===== config.mk =====
export PLATFORM = sky130hd
export DESIGN_NAME = cc_stream
export DESIGN_NICKNAME = d
export VERILOG_FILES = /design/src/rtl/cc_stream.sv
export SDC_FILE = /design/constraint.sdc
export NUM_CORES = 1
export LEC_CHECK = 0
export CAP_MARGIN = 0
export CORE_ASPECT_RATIO = 1.2
export CORE_MARGIN = 2
export CORE_UTILIZATION = 35
export CTS_BUF_LIST = sky130_fd_sc_hd__clkbuf_8
export DETAILED_ROUTE_END_ITERATION = 8
export GPL_ROUTABILITY_DRIVEN = 0
export MAX_ROUTING_LAYER = met4
export PLACE_DENSITY = 0.61
export SYNTH_ARGS = -nofsm -noshare
export SYNTH_HDL_FRONTEND = slang
export SYNTH_SLANG_ARGS = --single-unit

===== constraint.sdc =====
create_clock -name clk -period 17.6 [get_ports clk]
set_clock_uncertainty 0.1 [all_clocks]
set_input_delay 2.64 -clock clk [delete_from_list [all_inputs] [get_ports clk]]
set_output_delay 2.64 -clock clk [all_outputs]
set_load 0.005 [all_outputs]

===== src/rtl/cc_stream.sv =====
// cc_stream: frame-based sorter with a per-element recurrence and a final equation.
// A frame of NUM samples is collected into a sorted buffer. The block then steps a
// recurrence (moving average or normalization) over NUM-1 cycles and emits one result.
module cc_stream #(
   parameter int DATA_W = 4,
   parameter int NUM    = 6
) (
   input  logic                clk,
   input  logic                rst_n,
   input  logic                in_valid,
   input  logic [DATA_W-1:0]   in_data,
   input  logic [2:0]          opt,
   input  logic                equ,
   output logic                in_ready,
   output logic                out_valid,
   output logic [2*DATA_W+6:0] out_data
);
   localparam int M     = DATA_W + 2;
   localparam int OUT_W = 2*DATA_W + 7;
   localparam int CW    = $clog2(NUM + 1);

   localparam logic signed [M+1:0]    THREE_M = (M+2)'(3);
   localparam logic signed [OUT_W-1:0] THREE_O = OUT_W'(3);

   typedef enum logic [1:0] {IDLE, LOAD, PROC, OUT} state_t;

   state_t                state, nxt;
   logic [CW-1:0]         cnt;
   logic [2:0]            opt_q;
   logic                  equ_q;
   logic signed [M-1:0]   buf_q [NUM];
   logic signed [M-1:0]   ins   [NUM];
   logic signed [M-1:0]   r_q   [NUM];

   logic                  accept;
   logic [2:0]            cur_opt;
   logic [CW-1:0]         fill;
   logic [CW-1:0]         pos;
   logic signed [M-1:0]   sample;
   logic signed [M-1:0]   r0_val, r_prev, s_cur, r_new;
   logic                  last_beat, last_step;

   // One step of the moving average: (2*prev + s) / 3, truncating toward zero.
   function automatic logic signed [M-1:0] ma_step(input logic signed [M-1:0] prev,
                                                     input logic signed [M-1:0] s);
      logic signed [M+1:0] acc;
      logic signed [M+1:0] q;
      acc = {prev[M-1], prev, 1'b0} + {{2{s[M-1]}}, s};
      q   = acc / THREE_M;
      return q[M-1:0];
   endfunction

   // Sign-extend an element to the output width so the equation never truncates.
   function automatic logic signed [OUT_W-1:0] sx(input logic signed [M-1:0] v);
      return {{(OUT_W-M){v[M-1]}}, v};
   endfunction

   // Final equation over r0, r1 and the last three elements.
   function automatic logic signed [OUT_W-1:0] final_eq(input logic e,
                                                         input logic signed [M-1:0] a0,
                                                         input logic signed [M-1:0] a1,
                                                         input logic signed [M-1:0] b3,
                                                         input logic signed [M-1:0] b2,
                                                         input logic signed [M-1:0] b1);
      logic signed [OUT_W-1:0] p;
      if (e) begin
         p = (sx(a1) - sx(a0)) * sx(b1);
         if (p[OUT_W-1]) p = -p;
      end else begin
         p = ((sx(b3) + (sx(b2) <<< 2)) * sx(b1)) / THREE_O;
      end
      return p;
   endfunction

   assign accept    = in_valid && in_ready;
   // The first beat of a frame uses the live mode; later beats use the captured one.
   assign cur_opt   = (state == IDLE) ? opt : opt_q;
   assign fill      = (state == IDLE) ? '0 : cnt;
   assign sample    = {{(M-DATA_W){cur_opt[0] & in_data[DATA_W-1]}}, in_data};
   assign last_beat = (cnt == CW'(NUM - 1));
   assign last_step = (cnt == CW'(NUM - 1));

   // Insertion point: count of stored entries that stay ahead of the new sample (ties stay ahead).
   always_comb begin
      pos = '0;
      for (int i = 0; i < NUM; i++) begin
         if (CW'(i) < fill) begin
            if (cur_opt[1] ? (buf_q[i] >= sample) : (buf_q[i] <= sample))
               pos = pos + CW'(1);
         end
      end
   end

   // Buffer image after inserting the new sample at pos and shifting the tail down.
   always_comb begin
      for (int i = 0; i < NUM; i++) begin
         if (CW'(i) < pos)
            ins[i] = buf_q[i];
         else if (CW'(i) == pos)
            ins[i] = sample;
         else
            ins[i] = buf_q[(i > 0) ? i - 1 : 0];
      end
   end

   assign r0_val = opt_q[2] ? buf_q[0] : '0;
   assign r_prev = (cnt == CW'(1)) ? r0_val : r_q[cnt - CW'(1)];
   assign s_cur  = buf_q[cnt];
   assign r_new  = opt_q[2] ? ma_step(r_prev, s_cur) : (s_cur - buf_q[0]);

   // State register.
   always_ff @(posedge clk) begin
      if (!rst_n) state <= IDLE;
      else        state <= nxt;
   end

   // Next-state logic.
   always_comb begin
      nxt = state;
      case (state)
         IDLE: if (accept) nxt = LOAD;
         LOAD: if (accept && last_beat) nxt = PROC;
         PROC: if (last_step) nxt = OUT;
         OUT:  nxt = IDLE;
         default: nxt = IDLE;
      endcase
   end

   // Outputs decoded from the current state; the result is zero outside OUT.
   always_comb begin
      in_ready  = (state == IDLE) || (state == LOAD);
      out_valid = (state == OUT);
      out_data  = '0;
      if (state == OUT)
         out_data = final_eq(equ_q, r_q[0], r_q[1], r_q[NUM-3], r_q[NUM-2], r_q[NUM-1]);
   end

   // Frame capture: mode latch, beat/step counter and sorted buffer.
   always_ff @(posedge clk) begin
      if (!rst_n) begin
         cnt   <= '0;
         opt_q <= '0;
         equ_q <= 1'b0;
         for (int i = 0; i < NUM; i++) buf_q[i] <= '0;
      end else begin
         case (state)
            IDLE: if (accept) begin
               buf_q <= ins;
               cnt   <= CW'(1);
               opt_q <= opt;
               equ_q <= equ;
            end
            LOAD: if (accept) begin
               buf_q <= ins;
               cnt   <= last_beat ? CW'(1) : cnt + CW'(1);
            end
            PROC: cnt <= cnt + CW'(1);
            OUT:  cnt <= '0;
            default: cnt <= '0;
         endcase
      end
   end

   // Recurrence results, one element per processing cycle.
   always_ff @(posedge clk) begin
      if (state == PROC) begin
         r_q[cnt] <= r_new;
         if (cnt == CW'(1)) r_q[0] <= r0_val;
      end
   end
endmodule


# Word-level counts from Yosys, hierarchy flattened
# Memories as Yosys holds them, arrays and structs flattened.
# Index checks and enable logic that the tools add are counted.
[totals]
register_bits = 44
word_cells = 136
ramBits = 36
memories = 1
[mem_list]
columns = ["memory", "words", "width", "rd", "rd_clocked_by_memory_dff", "write_ports", "line", "source"]
rows = [
  ["r_q", 6, 6, 6, 0, 2, "33", "logic signed [M-1:0] r_q [NUM];"],
]
[classes]
mul = 2
order_cmp = 25
eq_ne = 14
bitwise = 8
n_div = 2
muxes = 47
reduce_logical = 15
n_addsub = 12
[op_table]
columns = ["operator", "count"]
rows = [
  ["6-bit 2-to-1 mux", 10],
  ["15-bit 2-to-1 mux", 3],
  ["3-bit 2-to-1 mux", 15],
  ["6-bit by 5-bit >= comparator with 1-bit output", 5],
  ["6-bit by 5-bit less-or-equal comparator with 1-bit output", 5],
  ["3-bit by 1-bit adder with 3-bit output, second input constant", 6],
  ["6-bit binary-select mux with 3-bit select", 1],
  ["3-bit AND reduction", 6],
  ["15-bit by 3-bit divider with 15-bit output, second input constant", 1],
  ["9-bit by 6-bit multiplier with 15-bit output", 1],
  ["13-bit negator with 15-bit output", 1],
  ["7-bit by 6-bit multiplier with 13-bit output", 1],
  ["1-bit by 3-bit < comparator with 1-bit output, first input constant", 4],
  ["2-bit by 3-bit < comparator with 1-bit output, first input constant", 4],
  ["3-bit < comparator, first input constant", 4],
  ["1-bit 2-to-1 mux", 12],
  ["3-bit one-hot mux with 4 select lines", 1],
  ["6-bit by 8-bit adder with 9-bit output", 1],
  ["7-bit by 6-bit adder with 8-bit output", 1],
  ["8-bit by 3-bit divider with 8-bit output, second input constant", 1],
  ["2-bit 2-to-1 mux", 4],
  ["2-bit inequality test, second input constant", 4],
  ["2-bit one-hot mux with 4 select lines", 1],
  ["6-bit by 6-bit subtractor with 7-bit output", 1],
  ["other kinds (22)", 32],
]

# Depth between registers and ports, before layout
[depth]
ltp_word = 25
ltp_mapped = 50
ltp_nobuf = 46

# Worst setup path after synthesis
# OpenSTA, ideal clock, no wires.
[synth_timing]
kind = "register -> output"
from = "memory r_q[4][0] (netlist name)"
to = "output port out_data[10]"
t_arrival_ps = 10193
stages_incl_launch_ff = 50
setup_slack_ps = 4667
path_buffers = 5
required_time_ps = 14860
cell_sequence = "edfxtp_1 ha_1 fa_1 a21oi_1 nor2_1 nor2_1 nor2b_1 nor3_1 mux2_2 and2_1 inv_1 fa_1 fa_1 inv_1 fa_1 ha_1 ha_1 buf_6 (+14 left out) o221ai_1 a22oi_1 inv_1 ha_1 nand3_1 and3_1 buf_6 xnor2_1 ha_1 nor4_1 nor3_1 o22ai_1 a221oi_2 ha_1 nand3_1 o31ai_1 xor2_1 o22ai_1"
[synth_rtl]
columns = ["element", "line", "source"]
rows = [
  ["from (decl)", "33", ""],
  ["to (decl)", "16", "output logic [2*DATA_W+6:0] out_data"],
]

==> flow_summary.toml <==
[run_status]
status = "completed"

[layout]
final_cell_mix = "nor2_1, inv_1, a21oi_1"
antenna_cells = 0
seqCellArea_um2 = 2220
fill_cells = 3753
layout.nets = 1723
areaGrowthSynthToFinish_pct = 6.96
final_common_cell = "nor2_1"
multi_input_area_um2 = 9930
layout-drive-gt1-share_pct = 6.18

[routing]
drtIter0Drc = 596
first_pass_iters = 5
ant_nets = 0
wl_per_cell_um = 17.1
wl_um = 34100
route.vias.total = 11200
drc = 0
viasPerCell = 5.61

[setup_path]
cp_slowest_cell = "o31a_1"
cp-start-kind = "register"
path_class = "reg -> out"
cp.arrival_ns = 13.14
cp.required_ns = 14.86
worst_path_largest_cell_delay_ns = 0.79
cp-end-kind = "output port"
worst-path-max-fanout = 27
crit_top_cell = "ha_1"

[job]
drv_cap = 0

[global_routing]
first_global_vias = 11200
grt_use_met2_pct = 32.5
grtUsageMet3_pct = 1.40
grt_pass1_wl_um = 56300
grt-ovfl-total = 0
top_usage_layer = "met2"
grtUsageMet1_pct = 21.3
grt_use_total_pct = 18.5
grt_max_degree = 28
antenna_found_initial = 0

[timing]
tightest_slew_ns = 1.01
min_period_ns = 15.88
finalCritPeriodShare_pct = 90.2
max_clock_freq_mhz = 63.0
slew_headroom_pct = 32.3
hold_violations = 0
final.setup.tns_ns = 0
slew_violations = 0
rsz0062_at_grt = "no"
setup_violations = 0

[cts]
cts_sinks = 87
cts_hold_buf = 0
cts_buffers = 9
cts_buffer_depth = 2
cts_htree_levels = 3
path_clk_slew_ns = 0.10
tritoncts = "yes"
post_cts_buffers = 0
clock_latency_ns = 0.39
post_cts_resized = 0
root_buffer = "clkbuf_8"

[logic_synthesis]
seq_area_frac_synth_pct = 17.2
yosys.cell_types.count = 103
synth_edf_count = 48
postSynthCellCount = 1529
synth_seq_cells = 87
ys_async_sr_fraction_pct = 0
syn_avg_cell_area_um2 = 8.44
synth_ff_type = "edfxtp_1"
synth_area_um2 = 12900
synth_fp_nets = 1735
yosysWarnings = 0

[floorplan]
coreArea_um2 = 36600
fp.dieH_um = 214
start_util_pct = 35.2
die_w_um = 179
pin_count = 28
dieArea_um2 = 38400
rows = 77

[placed_design]
place_hpwl_um = 27300
port_buffers = 27

[hold_path]
hold_class = "reg -> reg"
==> cells in the mapped netlist (4+ instances only) <==
cell type / instances / area, um2
a211o_1: 4 / 35.0
a211oi_1: 29 / 218
a21o_1: 14 / 105
a21oi_1: 124 / 621
a221oi_1: 7 / 61.3
a22oi_1: 5 / 37.5
a311oi_1: 5 / 43.8
a31oi_1: 17 / 106
and2_1: 61 / 382
and3_1: 10 / 62.6
buf_1: 8 / 30.0
buf_2: 10 / 50.1
clkbuf_1: 33 / 124
dfxtp_1: 39 / 781
edfxtp_1: 48 / 1440
fa_1: 72 / 1440
ha_1: 123 / 1540
inv_1: 129 / 484
mux2_2: 13 / 146
mux2i_1: 35 / 350
mux4_2: 12 / 270
nand2_1: 115 / 432
nand2b_1: 21 / 131
nand3_1: 32 / 160
nand3b_1: 4 / 30.0
nand4_1: 10 / 62.6
nor2_1: 153 / 574
nor2b_1: 21 / 131
nor3_1: 27 / 135
nor4_1: 8 / 50.1
o211ai_1: 12 / 90.1
o21a_1: 6 / 45.0
o21ai_0: 46 / 230
o21ai_1: 5 / 25.0
o21bai_1: 8 / 60.1
o221ai_1: 12 / 105
o22ai_1: 14 / 87.6
o31a_1: 6 / 52.6
o31ai_1: 9 / 67.6
or2_2: 11 / 68.8
or4_1: 4 / 30.0
xnor2_1: 71 / 622
xor2_1: 39 / 342
==> sequential cells by signal, indices dropped and copies added, names as in the netlist <==
signal / count
state: 2
r_q: 48
cnt: 3
opt_q: 3
equ_q: 1
buf_q: 30
==> metal layers <==
metal | share of wire (%) | routed length [um]
met4 | 4.2 | 1430
met1 | 41 | 13900
met5 | 0 | 0
met3 | 3.5 | 1200
met2 | 51 | 17500
==> final cells by class <==
class / instances / area share, %
clock buffer: 10 / 0.998
clock inverter: 6 / 0.725
inverter: 131 / 3.56
multi-input combinational: 1254 / 72.0
sequential: 87 / 16.1
tap: 474 / 4.30
timing repair buffer: 34 / 2.34
==> cell families (layout without fill, tap and decap cells) <==
logic type,Yosys count,in the layout,synth area share (%)
buffers and inverters,188,181,5.79
multiplexers,62,62,6.18
AND/OR/NAND/NOR,499,499,18.8
XOR/XNOR,113,113,7.85
flip-flops,87,87,17.2
AO/OA/AOI/OAI,382,382,20.8
adder cells (fa/ha/maj),198,198,23.3
==> worst paths after layout <==
kind	from	cells past startpoint	end	slack [ns]
min reg2reg	opt_q[0]	2	opt_q[0]	0.37
max reg2reg	cnt[0]	29	r_q[0][3]	8.51
min	opt_q[0]	2	opt_q[0]	0.37
max	r_q[3][2]	47	out_data[10]	1.72
==> through the flow <==
step | instance area (um2) | cells | util, % | hold WS, ns | setup WS (ns)
2_1_floorplan | 12900 | 1529 | - | 0.336 | 4.67
3_3_place_gp | 13600 | 1980 | 37.0 | 0.344 | 2.74
3_5_place_dp | 13600 | 1980 | 37.0 | 0.355 | 2.33
4_1_cts | 13800 | 1996 | 37.7 | 0.371 | 1.89
5_1_grt | 13800 | 1996 | 37.7 | 0.390 | 0.799
6_report | 13800 | 1996 | 37.7 | 0.369 | 1.72
==> worst max-delay path: cells and delay by family (launching register included) <==
kind                       cells  cell delay (ns)
muxes                          1             0.22
AOI/OAI and AO/OA             15             4.61
buffers and inverters          5             1.04
DFF                            1             0.43
xor gates and xnor gates       3             0.44
and+or+nand+nor               13             2.16
adders and majority gates     10             3.82
Power is left out: the tool's default activity adds up to more than one toggle a clock period on the data nets, which glitch-free logic cannot reach.
